--- src/rtl/ddr2pe_dispatch_pkg.sv ---
// rtl/ddr2pe_dispatch_pkg.sv - Opcodes, instruction field positions and target types for ddr2pe_dispatch
package ddr2pe_dispatch_pkg;

    localparam int DDR_ADDR_W_DEFAULT = 32;
    localparam int BURST_W_DEFAULT    = 8;

    localparam logic [3:0] RD_OP_I  = 4'd1;
    localparam logic [3:0] RD_OP_D  = 4'd2;
    localparam logic [3:0] RD_OP_GD = 4'd3;
    localparam logic [3:0] RD_OP_P  = 4'd4;
    localparam logic [3:0] RD_OP_A  = 4'd5;

    localparam int OP_LSB     = 58;
    localparam int BUF_ID_LSB = 52;
    localparam int DEPOOL_BIT = 50;
    localparam int CH_LSB     = 48;
    localparam int BLEN_LSB   = 40;
    localparam int SIZE_LSB   = 32;
    localparam int ADDR_LSB   = 0;

    typedef enum logic [1:0] {T_I, T_D, T_P, T_A} target_e;

    typedef struct packed {
        logic    valid;
        target_e tgt;
    } op_dec_t;

    function automatic op_dec_t decode_op(input logic [3:0] op);
        op_dec_t d;
        d.valid = 1'b1;
        d.tgt   = T_I;
        case (op)
            RD_OP_I:           d.tgt = T_I;
            RD_OP_D, RD_OP_GD: d.tgt = T_D;
            RD_OP_P:           d.tgt = T_P;
            RD_OP_A:           d.tgt = T_A;
            default:           d.valid = 1'b0;
        endcase
        return d;
    endfunction

endpackage

--- src/rtl/ddr2pe_busy_track.sv ---
// rtl/ddr2pe_busy_track.sv - Single busy flag: set on issue, cleared by the target's done pulse
module ddr2pe_busy_track (
    input  logic clk,
    input  logic rst,
    input  logic set,
    input  logic clr,
    output logic busy
);

    // set and clr never coincide for a live target; set wins so a stray done cannot drop a fresh issue
    always_ff @(posedge clk or posedge rst) begin
        if (rst) begin
            busy <= 1'b0;
        end else if (set) begin
            busy <= 1'b1;
        end else if (clr) begin
            busy <= 1'b0;
        end
    end

endmodule

--- src/rtl/ddr2pe_dispatch.sv ---
// rtl/ddr2pe_dispatch.sv - Read-instruction dispatcher to i/d/p/a buffer loaders and DDR read channels
module ddr2pe_dispatch
    import ddr2pe_dispatch_pkg::*;
#(
    parameter int PE_NUM     = 16,
    parameter int PE_GRP     = 4,
    parameter int INST_W     = 64,
    parameter int DDR_CH_NUM = 2,
    parameter int DDR_ADDR_W = DDR_ADDR_W_DEFAULT,
    parameter int BURST_W    = BURST_W_DEFAULT
) (
    input  logic                             clk,
    input  logic                             rst,
    input  logic [2:0]                       layer_type,
    input  logic [7:0]                       image_width,
    input  logic                             ins_valid,
    output logic                             ins_ready,
    input  logic [INST_W-1:0]                ins,
    output logic                             ins_err,
    output logic                             ibuf_start,
    output logic                             dbuf_start,
    output logic                             pbuf_start,
    output logic                             abuf_start,
    input  logic                             ibuf_done,
    input  logic                             dbuf_done,
    input  logic                             pbuf_done,
    input  logic                             abuf_done,
    output logic [3:0]                       ibuf_conf_mode,
    output logic [3:0]                       dbuf_conf_mode,
    output logic [3:0]                       pbuf_conf_mode,
    output logic [3:0]                       abuf_conf_mode,
    output logic [PE_NUM-1:0]                ibuf_conf_mask,
    output logic [PE_NUM-1:0]                dbuf_conf_mask,
    output logic [PE_NUM-1:0]                pbuf_conf_mask,
    output logic [PE_NUM-1:0]                abuf_conf_mask,
    output logic [7:0]                       ibuf_conf_num,
    output logic [7:0]                       pbuf_conf_num,
    output logic [7:0]                       abuf_conf_num,
    output logic [3:0]                       dbuf_conf_ch_num,
    output logic [3:0]                       dbuf_conf_row_num,
    output logic [3:0]                       dbuf_conf_pix_num,
    output logic                             pbuf_conf_depool,
    output logic [DDR_CH_NUM-1:0]            ddr_start,
    input  logic [DDR_CH_NUM-1:0]            ddr_done,
    output logic [DDR_CH_NUM*DDR_ADDR_W-1:0] ddr_st_addr,
    output logic [DDR_CH_NUM*BURST_W-1:0]    ddr_burst,
    output logic [DDR_CH_NUM*DDR_ADDR_W-1:0] ddr_step,
    output logic [DDR_CH_NUM*BURST_W-1:0]    ddr_burst_num
);

    logic [3:0]  op;
    logic [5:0]  buf_id;
    logic [1:0]  ch;
    logic [7:0]  blen;
    logic [7:0]  size;
    logic [31:0] addr;
    logic        depool;
    logic        unused_ins;

    assign op         = ins[OP_LSB +: 4];
    assign buf_id     = ins[BUF_ID_LSB +: 6];
    assign depool     = ins[DEPOOL_BIT];
    assign ch         = ins[CH_LSB +: 2];
    assign blen       = ins[BLEN_LSB +: 8];
    assign size       = ins[SIZE_LSB +: 8];
    assign addr       = ins[ADDR_LSB +: 32];
    assign unused_ins = ^{ins[INST_W-1:62], ins[51]};

    op_dec_t                dec;
    logic                   id_ok;
    logic                   ch_ok;
    logic                   ch_free;
    logic                   err;
    logic                   accept;
    logic                   issue;
    logic [3:0]             busy_buf;
    logic [3:0]             set_buf;
    logic [3:0]             done_buf;
    logic [DDR_CH_NUM-1:0]  busy_ch;
    logic [DDR_CH_NUM-1:0]  set_ch;

    assign dec   = decode_op(op);
    assign id_ok = layer_type[0] ? (int'(buf_id) < PE_NUM) : (int'(buf_id) < PE_NUM / PE_GRP);

    always_comb begin
        ch_ok   = 1'b0;
        ch_free = 1'b0;
        for (int c = 0; c < DDR_CH_NUM; c++) begin
            if (int'(ch) == c) begin
                ch_ok   = 1'b1;
                ch_free = !busy_ch[c];
            end
        end
    end

    // Faulty instructions are always taken so they never block the queue behind them
    assign err       = !dec.valid || !id_ok || !ch_ok;
    assign ins_ready = err || (!busy_buf[dec.tgt] && ch_free);
    assign accept    = ins_valid && ins_ready;
    assign issue     = accept && !err;

    always_comb begin
        set_buf          = '0;
        set_buf[dec.tgt] = issue;
        for (int c = 0; c < DDR_CH_NUM; c++) begin
            set_ch[c] = issue && (int'(ch) == c);
        end
    end

    assign done_buf = {abuf_done, pbuf_done, dbuf_done, ibuf_done};

    for (genvar b = 0; b < 4; b++) begin : g_buf
        ddr2pe_busy_track u_busy (
            .clk  (clk),
            .rst  (rst),
            .set  (set_buf[b]),
            .clr  (done_buf[b]),
            .busy (busy_buf[b])
        );
    end

    logic [PE_NUM-1:0] grp_ones;
    logic [PE_NUM-1:0] mask;
    logic [3:0]        mode;

    assign grp_ones = PE_NUM'((64'd1 << PE_GRP) - 64'd1);
    assign mask     = layer_type[0] ? (PE_NUM'(1) << buf_id)
                                    : (grp_ones << (int'(buf_id) * PE_GRP));
    assign mode     = {1'b0, layer_type};

    always_ff @(posedge clk or posedge rst) begin
        if (rst) begin
            ibuf_conf_mode    <= '0;
            dbuf_conf_mode    <= '0;
            pbuf_conf_mode    <= '0;
            abuf_conf_mode    <= '0;
            ibuf_conf_mask    <= '0;
            dbuf_conf_mask    <= '0;
            pbuf_conf_mask    <= '0;
            abuf_conf_mask    <= '0;
            ibuf_conf_num     <= '0;
            pbuf_conf_num     <= '0;
            abuf_conf_num     <= '0;
            dbuf_conf_ch_num  <= '0;
            dbuf_conf_row_num <= '0;
            dbuf_conf_pix_num <= '0;
            pbuf_conf_depool  <= 1'b0;
        end else if (issue) begin
            case (dec.tgt)
                T_I: begin
                    ibuf_conf_mode <= mode;
                    ibuf_conf_mask <= mask;
                    ibuf_conf_num  <= size;
                end
                T_D: begin
                    dbuf_conf_mode    <= mode;
                    dbuf_conf_mask    <= mask;
                    dbuf_conf_ch_num  <= size[3:0];
                    dbuf_conf_row_num <= blen[3:0];
                    dbuf_conf_pix_num <= blen[7:4];
                end
                T_P: begin
                    pbuf_conf_mode   <= mode;
                    pbuf_conf_mask   <= mask;
                    pbuf_conf_num    <= size;
                    pbuf_conf_depool <= depool;
                end
                default: begin
                    abuf_conf_mode <= mode;
                    abuf_conf_mask <= mask;
                    abuf_conf_num  <= size;
                end
            endcase
        end
    end

    logic [DDR_ADDR_W-1:0] ch_addr  [DDR_CH_NUM];
    logic [DDR_ADDR_W-1:0] ch_step  [DDR_CH_NUM];
    logic [BURST_W-1:0]    ch_burst [DDR_CH_NUM];
    logic [BURST_W-1:0]    ch_bnum  [DDR_CH_NUM];

    always_ff @(posedge clk or posedge rst) begin
        if (rst) begin
            for (int c = 0; c < DDR_CH_NUM; c++) begin
                ch_addr[c]  <= '0;
                ch_step[c]  <= '0;
                ch_burst[c] <= '0;
                ch_bnum[c]  <= '0;
            end
        end else begin
            for (int c = 0; c < DDR_CH_NUM; c++) begin
                if (set_ch[c]) begin
                    ch_addr[c]  <= DDR_ADDR_W'(addr);
                    ch_step[c]  <= DDR_ADDR_W'(image_width);
                    ch_burst[c] <= BURST_W'(blen);
                    ch_bnum[c]  <= BURST_W'(size);
                end
            end
        end
    end

    for (genvar c = 0; c < DDR_CH_NUM; c++) begin : g_ch
        ddr2pe_busy_track u_busy (
            .clk  (clk),
            .rst  (rst),
            .set  (set_ch[c]),
            .clr  (ddr_done[c]),
            .busy (busy_ch[c])
        );
        assign ddr_st_addr[c*DDR_ADDR_W +: DDR_ADDR_W] = ch_addr[c];
        assign ddr_step[c*DDR_ADDR_W +: DDR_ADDR_W]    = ch_step[c];
        assign ddr_burst[c*BURST_W +: BURST_W]         = ch_burst[c];
        assign ddr_burst_num[c*BURST_W +: BURST_W]     = ch_bnum[c];
    end

    // Starts follow the accept edge by one cycle, after the conf registers are already stable
    logic [3:0] start_q;

    always_ff @(posedge clk or posedge rst) begin
        if (rst) begin
            start_q   <= '0;
            ddr_start <= '0;
            ins_err   <= 1'b0;
        end else begin
            start_q   <= set_buf;
            ddr_start <= set_ch;
            ins_err   <= accept && err;
        end
    end

    assign {abuf_start, pbuf_start, dbuf_start, ibuf_start} = start_q;

endmodule
--- config.mk ---
export PLATFORM = sky130hd
export DESIGN_NAME = ddr2pe_dispatch
export DESIGN_NICKNAME = d
export VERILOG_FILES = /design/src/rtl/ddr2pe_dispatch_pkg.sv /design/src/rtl/ddr2pe_busy_track.sv /design/src/rtl/ddr2pe_dispatch.sv
export SDC_FILE = /design/constraint.sdc
export NUM_CORES = 1
export LEC_CHECK = 0
export BUFFER_PORTS_ARGS = -buffer_cell sky130_fd_sc_hd__clkbuf_2
export CORE_MARGIN = 1
export CORE_UTILIZATION = 40
export CTS_CLUSTER_DIAMETER = 60
export DETAILED_ROUTE_END_ITERATION = 10
export PLACE_DENSITY = 0.75
export SYNTH_ARGS = -nofsm -noshare
export SYNTH_HDL_FRONTEND = slang
export SYNTH_SLANG_ARGS = --single-unit
--- constraint.sdc ---
create_clock -name clk -period 15.6 [get_ports clk]
set_input_delay 3.12 -clock clk [delete_from_list [all_inputs] [get_ports clk]]
set_output_delay 3.12 -clock clk [all_outputs]
set_load 0.02 [all_outputs]
Yosys cells after proc, flatten, opt, wreduce, memory -nomap -nowiden
Index checks and enable logic that the tools add are counted.

word-level totals
  bits in registers = 238
  bits of input ports = 84

operators by class
  $lt $le $gt $ge = 4
  equal/unequal tests = 8
  shifts and indexed selects = 2
  multiplexer cells = 24
  bitwise gates (word level) = 2
  reductions and logical operators = 32

operators with widths
  cell                                                                   number
  1-bit 2-to-1 mux                                                       20
  16-bit 2-to-1 mux                                                      1
  1-bit by 6-bit << shifter with 16-bit output, first input constant     1
  4-bit by 8-bit << shifter with 16-bit output, first input constant     1
  2-bit nonzero test                                                     6
  4-bit by 2-bit equality test with 1-bit output, second input constant  2
  4-bit by 3-bit equality test with 1-bit output, second input constant  2
  2-bit AND reduction                                                    4
  1-bit logical AND                                                      7
  1-bit zero test                                                        7
  6-bit by 3-bit < comparator with 1-bit output, second input constant   1
  6-bit by 5-bit < comparator with 1-bit output, second input constant   1
  2-bit one-hot mux with 3 select lines                                  1
  5-bit OR reduction                                                     1
  4-bit AND                                                              1
  2-bit equality test, second input constant                             2
  4-bit by 1-bit equality test with 1-bit output, second input constant  1
  2-bit zero test                                                        2
  1-bit logical OR                                                       3
  2-bit by 3-bit < comparator with 1-bit output, second input constant   1
  3-bit OR reduction                                                     1
  1-bit binary-select mux with 2-bit select                              1
  1-bit demux with 2-bit select                                          1
  2-bit by 1-bit equality test with 1-bit output, second input constant  1
  other kinds (3)                                                        3

Longest topological paths before layout
Gate-level depths: netlist of the first run.

  word-level depth = 12
  depth in mapped cells = 8
  mapped depth without buffers = 4

By module
Synthesis of the first run repeated with hierarchy kept, for this count alone.

second synthesis, totals
  cells, all modules = 763
  area, all modules = 9845.7 um^2

by module, submodules not included
  module             times used  cells an instance  area an instance (um^2)  seq. area each (um^2)
  ddr2pe_dispatch    1           739                9605.5                   5805.6
  ddr2pe_busy_track  6           4                  40.0                     25.0

Worst setup path after synthesis of the first run
OpenSTA, ideal clock, no wires.

  path kind = input -> output
  from = in ins[58]
  to = out ins_ready
  data arrival time = 4.293 ns
  required time = 12.480 ns
  path slack = 8.187 ns
  stages = 4
  path through = mux2_2 > a22oi_4 > nand2_1 > o21ai_0

on the way
  longest elaborated chain between the ends = 8
  elaborated cells on any way between the ends = 17
  those cells by class = eq/ne: 5; mux: 4; reduce/logical: 8

RTL lines
  element                                         line                       source
  start, declared                                 ddr2pe_dispatch.sv:18      input logic [INST_W-1:0] ins,
  4-bit by 2-bit equality test with 1-bit output  ddr2pe_dispatch_pkg.sv:32  case (op)
  2-bit OR reduction                              -
  2-bit one-hot mux with 3 select lines           ddr2pe_dispatch_pkg.sv:32
  1-bit binary-select mux with 2-bit select       ddr2pe_dispatch.sv:98      assign ins_ready = err || (!busy_buf[dec.tgt] && ch_free);
  1-bit 2-to-1 mux (not written as such)          ddr2pe_dispatch.sv:98
  1-bit zero test                                 ddr2pe_dispatch.sv:98
  1-bit logical AND                               ddr2pe_dispatch.sv:98
  1-bit logical OR (*)                            ddr2pe_dispatch.sv:98
  end, declared                                   ddr2pe_dispatch.sv:17      output logic ins_ready,

Every way passes the cells marked *; elsewhere a longest branch is shown, timed or not. The select of a mux whose other input is x is not followed.

Worst setup path after layout of the first run
  from = in layer_type[0]
  to = out ins_ready

on the way
  longest elaborated chain between the ends = 5

RTL lines
  element                        line                   source
  start, declared                ddr2pe_dispatch.sv:14  input logic [2:0] layer_type,
  1-bit 2-to-1 mux               ddr2pe_dispatch.sv:83  assign id_ok = layer_type[0] ? (int'(buf_id) < PE_NUM) : (int'(buf_id) < PE_NUM / PE_GRP);
  1-bit zero test                ddr2pe_dispatch.sv:97  assign err = !dec.valid || !id_ok || !ch_ok;
  1-bit logical OR (2 in a row)  ddr2pe_dispatch.sv:97
  1-bit logical OR               ddr2pe_dispatch.sv:98

Every way passes these cells.

==> flow_metrics.tcl, run 1 <==
set metrics [dict create \
    post-route-period-util 0.488 \
    synth_compound_area_frac 0.0180 \
    hpwlAfterDp_um 16400 \
    setup_viol 0 \
    worstHoldEndpoint "ibuf_conf_mask[1]$_DFFE_PP0P_" \
    antenna_found_initial 0 \
    hold_violations 0 \
    drc_errors 0 \
    synth-seq-area-share 0.596 \
    synth_top_area_share 0.596 \
    gp_congestion 0.784 \
    grt_max_degree 112 \
    cts_hold_buf 0 \
    fmax_ghz 0.131 \
    rows 57 \
    postSynth.asyncResetShare 1.00 \
    synthSimpleGateAreaFrac 0.0403 \
    timing.rr.end "pbuf_conf_num[4]$_DFFE_PP0P_" \
    finalPower_mw 1.43 \
    grt_usage 0.187 \
    final_max_slew_viol_count 0 \
    wl_um 23900 \
    tightest_slew_ns 1.08 \
    leakagePower_nw 6.92 \
    fp.dieH_um 160 \
    area_delta_synth_final_pct 25.0 \
    syn_area_per_cell_um2 15.3 \
    crit-reg2reg-launch "g_ch[0].u_busy.busy$_DFFE_PP0P_" \
    r2r_cells 5 \
    p_per_area_nw_per_um2 115 \
    dr.max_layer_used "met4" \
    crit_fanout 23 \
    crit_path_start_kind "primary input" \
    wl_met3_um 1400 \
    synth_area_um2 9990 \
    port_buffers 313 \
    htree_levels 1 \
    yosysUniqueCellTypes 45 \
    cts-resized-gates 0 \
    fin_area_um2 12500 \
    clockBufferDepth 3 \
    post_cts_buffers 0 \
    nNetsFinal 1052 \
    outcome "completed" \
    synthTopCellsByCount "dfrtp_1 (238), mux2_2 (174), buf_4 (53)" \
    path_class "primary input to output pin" \
    arrival_ns 4.49 \
    m1WireLength_um 9810 \
    slew_headroom 0.283 \
    gr-total-overflow 0 \
    wire_per_inst_um 18.3 \
    die_w_um 160 \
    synth_top_flop_cell "dfrtp_1" \
    viasPerCell 4.84 \
    placed_area_um2 11600 \
    rsz0062_at_grt "false" \
    ios 369 \
    skew_ns 0.0138 \
    first_pass_iters 4 \
    drv_cap 0 \
    synth_seq_cells 238 \
    routed-wl-met2_um 12000 \
    start_util 0.410 \
    regToRegSetupSlack_ns 12.70 \
    grt_pass1_wl_um 37700 \
    tns_ns 0 \
    holdPathStages 1 \
    hold_class "register to register" \
    dr.first_iter.drc_count 336 \
    synthMuxAreaShare 0.272 \
    clock_latency_ns 0.53 \
    clock_sinks 238 \
    vias 6331 \
    dieArea_um2 25600 \
    synth_xor_area_frac 0.00351 \
    synthAdderAreaFrac 0 \
    fin_crit_ns 7.61 \
    clockRootBuffer "clkbuf_16" \
    ir_drop_uv 77.3 \
    synth.most_common_cell "dfrtp_1" \
    synth_area_leaders "dfrtp_1 (60%), mux2_2 (20%), mux2_4 (6.3%)" \
    ant_nets 0 \
    core-area_um2 24400 \
    nFillCells 2098 \
    synth_top_family_by_area "multiplexers" \
    yosysTopAreaCell "dfrtp_1" \
    synth_enable_flop_cells 0 \
    numCtsBuffers 28 \
    clk_pin_slew_ns 0.06 \
    yosysWarnings 0 \
    cts_tree "done" \
    cp-end-kind "output pin" \
    antennaDiodeCount 0 \
    crit_required_ns 12.48 \
    synth_cells 654 \
    drive_gt1_frac 0.595 \
    grt_pass1_vias 6472 \
    fin_util 0.512 \
    worstHoldStart "ibuf_conf_mask[1]$_DFFE_PP0P_" \
]
==> metrics by stage <==
step                worst slack, ns  std cells  hold slack, ns
floorplan                      5.95        705           0.503
CTS                            7.97       1308           0.489
global placement               7.95       1262           0.468
detailed placement             7.90       1262           0.477
global route                   7.86       1308           0.501
finish                         7.99       1308           0.487
==> cell type report <==
class	count	area (µm²)	share of cell area
sequential	238	5960	0.477
multi-input combinational	369	3540	0.284
timing repair buffer	319	1610	0.129
clock buffer	40	827	0.0662
tap	324	405	0.0325
clock inverter	6	92.6	0.00741
inverter	12	52.6	0.00421
==> registers in the layout, summed over array words and instances (netlist names), 4 cells and up <==
register	count
start_q	4
abuf_conf_num	8
ddr_st_addr	64
dbuf_conf_row_num	4
dbuf_conf_mask	16
ddr_step	16
ddr_burst_num	16
dbuf_conf_ch_num	4
ibuf_conf_mask	16
dbuf_conf_pix_num	4
ibuf_conf_num	8
abuf_conf_mask	16
ddr_burst	16
g_buf.u_busy.busy	4
pbuf_conf_num	8
pbuf_conf_mask	16
==> power by group <==
part	internal, mW	switching (mW)
logic	0.0441	0.0839
registers	0.640	0.0116
clock network	0.398	0.252
total	1.08	0.348
==> worst max-delay path, stage by stage <==
cell and delay (ns):
clkbuf_2 0.38, o2111a_1 0.57, o21ai_0 0.19, clkbuf_2 0.21
==> layer usage <==
metal  up-vias  track usage
met3        54       0.0384
met4         0       0.0658
met1      3220        0.233
li1       2831            -
met5         -            0
met2       226        0.320
==> layout by cell type (no fill, tap or decap), types with 2 or more instances in the layout <==
master and instances:
a211oi_1 2, clkbuf_8 6, mux2_2 174, dfrtp_1 238, o21ai_0 7, buf_4 6, nor2b_1 2, clkbuf_16 29
clkbuf_2 313, clkbuf_1 5, nor3b_1 3, nand4b_1 2, nand3_1 3, inv_1 11, nor2_1 11, nand2_1 9
nand4_4 2, nor4bb_1 2, xor2_1 3, o22ai_1 2, or3_1 2, bufinv_16 2, conb_1 52, a21oi_1 5
nor3_1 6, nor4b_1 3, a32oi_1 2, mux2_4 42, nor4_1 7, inv_8 2, mux2_1 11
==> worst max path at each step <==
stage / start / end / cells after the start
final: layer_type[0] / ins_ready / 4
after global routing: ins[61] / ins_ready / 5
after CTS: ins[61] / ins_ready / 5
after detailed placement: ins[61] / ins_ready / 5
after global placement: ins[61] / ins_ready / 5
after floorplan: rst / abuf_conf_mask[0]$_DFFE_PP0P_ / 1
==> kinds of logic (layout without fill, tap and decap cells) <==
logic type	after synthesis	in the layout
other	1	52
AND/OR/NAND/NOR	61	61
AO/OA/AOI/OAI	25	25
multiplexers	227	227
buffers and inverters	98	377
flip-flops	238	238
XOR/XNOR	4	4
Power figures use the tool's default switching activity.
==> inputs of run 2 (changes only) <==
PLACE_DENSITY = 0.78   (was 0.75)
clock period = 6.54 ns   (was 15.6 ns; I/O delays follow)
==> flow_metrics.tcl, run 2 (same netlist as run 1, synthesis figures left out) <==
set metrics [dict create \
    outcome "completed" \
    ios 369 \
    viasPerCell 4.81 \
    timing.rr.end "ddr_st_addr[39]$_DFFE_PP0P_" \
    grt_usage 0.182 \
    gr-total-overflow 0 \
    clock_sinks 238 \
    port_buffers 313 \
    drive_gt1_frac 0.596 \
    grt_pass1_vias 6409 \
    clockBufferDepth 3 \
    final_common_cell "clkbuf_2" \
    cpMostUsedCell "clkbuf_2" \
    crit_path_start_kind "primary input" \
    numCtsBuffers 27 \
    cts-resized-gates 0 \
    cp-end-kind "output pin" \
    drc_errors 0 \
    r2r_cells 5 \
    dr.first_iter.drc_count 321 \
    antennaDiodeCount 0 \
    arrival_ns 2.76 \
    layout_common_cells "clkbuf_2 (313), dfrtp_1 (238), mux2_2 (174)" \
    cts_hold_buf 0 \
    fin_util 0.511 \
    vias 6305 \
    finalPower_mw 3.34 \
    crit_family "compound AO/OA/AOI/OAI gates" \
    final_cells 1310 \
    regToRegSetupSlack_ns 3.81 \
    crit-reg2reg-launch "g_buf[3].u_busy.busy$_DFFE_PP0P_" \
    cp_slowest_stage_delay_ns 0.55 \
    start_util 0.410 \
    crit_fanout 10 \
    largest_register_ffs 64 \
    hold_class "register to register" \
    area_delta_synth_final_pct 24.7 \
    path_class "primary input to output pin" \
    tightest_slew_ns 1.07 \
    hold_violations 0 \
    ant_nets 0 \
    setup_viol 0 \
    cts_tree "done" \
    grt_max_degree 71 \
    crit_buf_inv 2 \
    fmax_ghz 0.246 \
    place_inst 1264 \
    slew_headroom 0.283 \
    rsz0062_at_grt "false" \
    gp_congestion 0.802 \
    holdPathStages 1 \
    fp.dieH_um 160 \
    htree_levels 1 \
    leakagePower_nw 6.91 \
    nNetsFinal 1053 \
    clk_pin_slew_ns 0.06 \
    crit_path_top_delay_cell "o2111a_1" \
    wire_per_inst_um 17.8 \
    antenna_found_initial 0 \
    post_cts_buffers 0 \
    hold_ws_ns 0.493 \
    clock_latency_ns 0.52 \
    p_per_area_nw_per_um2 268 \
    post-route-period-util 0.623 \
    skew_ns 0.00873 \
    drv_cap 0 \
    core-area_um2 24400 \
    die_w_um 160 \
    clockRootBuffer "clkbuf_16" \
    worstHoldStart "ibuf_conf_mask[1]$_DFFE_PP0P_" \
    rows 57 \
    dieArea_um2 25600 \
    grt_pass1_wl_um 36900 \
    worstHoldEndpoint "ibuf_conf_mask[1]$_DFFE_PP0P_" \
    tns_ns 0 \
    path_cells "clkbuf_2, nor4_1, o2111a_1, o21ai_0, clkbuf_2" \
    wl_um 23300 \
    first_pass_iters 6 \
    crit_required_ns 5.23 \
    fin_crit_ns 4.07 \
    final_max_slew_viol_count 0 \
    ir_drop_uv 185 \
    hpwlAfterDp_um 16500 \
]
==> run 2: cell types whose count changed in the layout (fill, tap and decap cells not counted) <==
| cell | before | now |
|---|---|---|
| clkinvlp_4 | 1 | 2 |
| inv_8 | 2 | 1 |
| clkbuf_8 | 6 | 5 |
| clkbuf_16 | 29 | 27 |
| buf_4 | 6 | 8 |
| clkinv_2 | 1 | 5 |
| o2111a_2 | 1 | 0 |
| clkbuf_1 | 5 | 3 |
| o2111a_1 | 1 | 2 |
| inv_6 | 1 | 0 |
| clkinv_4 | 0 | 2 |
==> run 2: layout make-up <==
cell class / count / area, µm²
Clock inverter: 11 / 121
Sequential cell: 238 / 5960
Clock buffer: 35 / 756
Timing Repair Buffer: 321 / 1630
Multi-Input combinational cell: 369 / 3540
Tap cell: 324 / 405
Inverter: 12 / 48.8
Fill cell: 2102 / 11900
==> run 2: through the flow <==
step                      area (µm²)  setup WS (ns)
after floorplan                10200           2.11
after global placement         11600           2.39
after detailed placement       11600           2.39
after global routing           12500           2.32
after CTS                      12500           2.47
final                          12500           2.47
==> run 2: worst max path at each step <==
| stage | start | endpoint | slack [ns] | cells after the start |
|---|---|---|---|---|
| 5_1_grt | ins[61] | ins_ready | 2.32 | 5 |
| 3_5_place_dp | ins[61] | ddr_st_addr[37]$_DFFE_PP0P_ | 2.39 | 6 |
| 4_1_cts | ins[61] | ins_ready | 2.47 | 5 |
| 2_1_floorplan | rst | abuf_conf_mask[0]$_DFFE_PP0P_ | 2.11 | 1 |
| 3_3_place_gp | ins[61] | ddr_step[37]$_DFFE_PP0P_ | 2.39 | 6 |
| 6_report | ins[61] | ins_ready | 2.47 | 5 |
==> run 2: per-layer routing <==
metal	global-route usage	share of wire	up-vias
li1	-	-	2836
met1	0.234	0.41	3187
met2	0.309	0.50	241
met3	0.0371	0.060	41
met4	0.0558	0.023	0
met5	0	0	-
==> run 2: power by group <==
part | switching, mW | leakage (nW) | internal, mW | total, mW
clock network | 0.587 | 0.434 | 0.891 | 1.48
registers | 0.0281 | 3.29 | 1.53 | 1.55
logic | 0.198 | 3.18 | 0.106 | 0.304
total | 0.813 | 6.91 | 2.52 | 3.34
==> run 2: worst register-to-register path, cell delays in order, from the launching register on <==
cell     delay (ns)
dfrtp_1        0.38
mux2_2         0.32
a22oi_4        0.28
and4_4         0.72
buf_4          0.56
mux2_4         0.36
==> inputs of run 3 (changes only) <==
PLACE_DENSITY = 0.75   (was 0.78)
clock period = 4.12 ns   (was 6.54 ns; I/O delays follow)
==> flow_metrics.tcl, run 3 (same netlist as run 1, synthesis figures left out) <==
set metrics [dict create \
    nNetsFinal 1055 \
    ir_drop_uv 262 \
    rows 57 \
    r2r_cells 5 \
    tns_ns 0 \
    cp-endpoint "ins_ready" \
    leakagePower_nw 6.95 \
    clk_pin_slew_ns 0.06 \
    regToRegSetupSlack_ns 1.78 \
    grt_usage 0.183 \
    dieArea_um2 25600 \
    grt_pass1_wl_um 36900 \
    core-area_um2 24400 \
    antenna_found_initial 1 \
    clockBufferDepth 3 \
    drc_errors 0 \
    hold_class "primary input to async pin" \
    outcome "completed" \
    switching_power_mw 1.29 \
    p_seq_frac 0.461 \
    fp.dieH_um 160 \
    gr-total-overflow 0 \
    htree_levels 1 \
    final_common_cell "clkbuf_2" \
    timing.rr.end "ibuf_conf_num[6]$_DFFE_PP0P_" \
    p_per_area_nw_per_um2 426 \
    area_delta_synth_final_pct 25.9 \
    arrival_ns 2.23 \
    crit-reg2reg-launch "g_ch[0].u_busy.busy$_DFFE_PP0P_" \
    nFillCells 2078 \
    first_pass_iters 5 \
    cts-resized-gates 0 \
    p_int_mw 4.07 \
    combinationalPowerShare 0.091 \
    die_w_um 160 \
    pwr-share-clk 0.449 \
    clockRootBuffer "clkbuf_16" \
    grt_max_degree 120 \
    tightest_slew_ns 0.763 \
    hold_violations 0 \
    rsz0062_at_grt "false" \
    fin_area_um2 12600 \
    final_max_slew_viol_count 0 \
    drive_gt1_frac 0.597 \
    hpwlAfterDp_um 16300 \
    cp-end-kind "output pin" \
    slew_headroom 0.486 \
    dr.first_iter.drc_count 338 \
    clock_latency_ns 0.51 \
    post_cts_buffers 0 \
    path_class "primary input to output pin" \
    ios 369 \
    wl_um 23300 \
    gp_congestion 0.783 \
    vias 6269 \
    grt_pass1_vias 6409 \
    setup_viol 0 \
    ant_nets 0 \
    numCtsBuffers 27 \
    worstSetupStartpoint "ins[54]" \
    port_buffers 313 \
    post-route-period-util 0.740 \
    layout_common_cells "clkbuf_2 (313), dfrtp_1 (238), mux2_2 (174)" \
    crit_path_start_kind "primary input" \
    viasPerCell 4.77 \
    drv_cap 0 \
    fmax_ghz 0.328 \
    swShare 0.240 \
    cts_tree "done" \
    start_util 0.410 \
    wire_per_inst_um 17.7 \
    largest_register_ffs 64 \
    skew_ns 0.0109 \
    clock_sinks 238 \
    crit_required_ns 3.30 \
    placed_area_um2 11700 \
    crit_fanout 17 \
    hold_ws_ns 0.455 \
    fin_crit_ns 3.05 \
    cts_hold_buf 0 \
]
## run 3: worst min path at each step
| stage | depth (start not counted) | endpoint | slack (ns) |
|---|---|---|---|
| 2_1_floorplan | 2 | g_buf[3].u_busy.busy$_DFFE_PP0P_ | 0.50 |
| 3_3_place_gp | 1 | ibuf_conf_mask[0]$_DFFE_PP0P_ | 0.47 |
| 3_5_place_dp | 1 | ibuf_conf_mask[0]$_DFFE_PP0P_ | 0.47 |
| 4_1_cts | 2 | g_buf[3].u_busy.busy$_DFFE_PP0P_ | 0.46 |
| 5_1_grt | 2 | g_buf[1].u_busy.busy$_DFFE_PP0P_ | 0.47 |
| 6_report | 3 | pbuf_conf_mask[14]$_DFFE_PP0P_ | 0.45 |
## run 3: critical path, cell delays in order
cell and delay (ns):
clkbuf_2 0.23, nor2_1 0.27, o2111a_1 0.51, o21ai_0 0.18, clkbuf_2 0.21
## run 3: cell type report
class                      instances  area [µm²]  area share
sequential                       238        5960       0.473
multi-input combinational        369        3540       0.282
timing repair buffer             323        1720       0.136
clock buffer                      40         805      0.0639
tap                              324         405      0.0322
clock inverter                     8         105     0.00835
inverter                          12        48.8     0.00388
antenna                            1        2.50    0.000199
## run 3: per-stage QoR
| step | setup WS (ns) | power, mW | utilization | cells |
|---|---|---|---|---|
| after floorplan | 0.176 | 2.85 | - | 705 |
| after global placement | 0.935 | 2.98 | 0.478 | 1266 |
| after detailed placement | 0.877 | 3.00 | 0.478 | 1266 |
| after CTS | 1.11 | 5.42 | 0.516 | 1314 |
| after global routing | 0.979 | 5.56 | 0.516 | 1315 |
| final | 1.07 | 5.35 | 0.516 | 1315 |
## run 3: layer usage
metal	wire, µm	share of wire	track usage	up-vias
li1	-	-	-	2834
met2	11500	0.49	0.303	240
met5	0	0	0	-
met3	1500	0.064	0.0439	41
met1	9680	0.41	0.233	3154
met4	662	0.028	0.0671	0
## run 3: power groups by stage
stage	Combinational [mW]	Clock [mW]	Sequential [mW]
CTS	0.492	2.46	2.47
global route	0.526	2.56	2.48
detailed placement	0.491	0	2.51
floorplan	0.236	0	2.61
global placement	0.481	0	2.50
finish	0.485	2.40	2.47
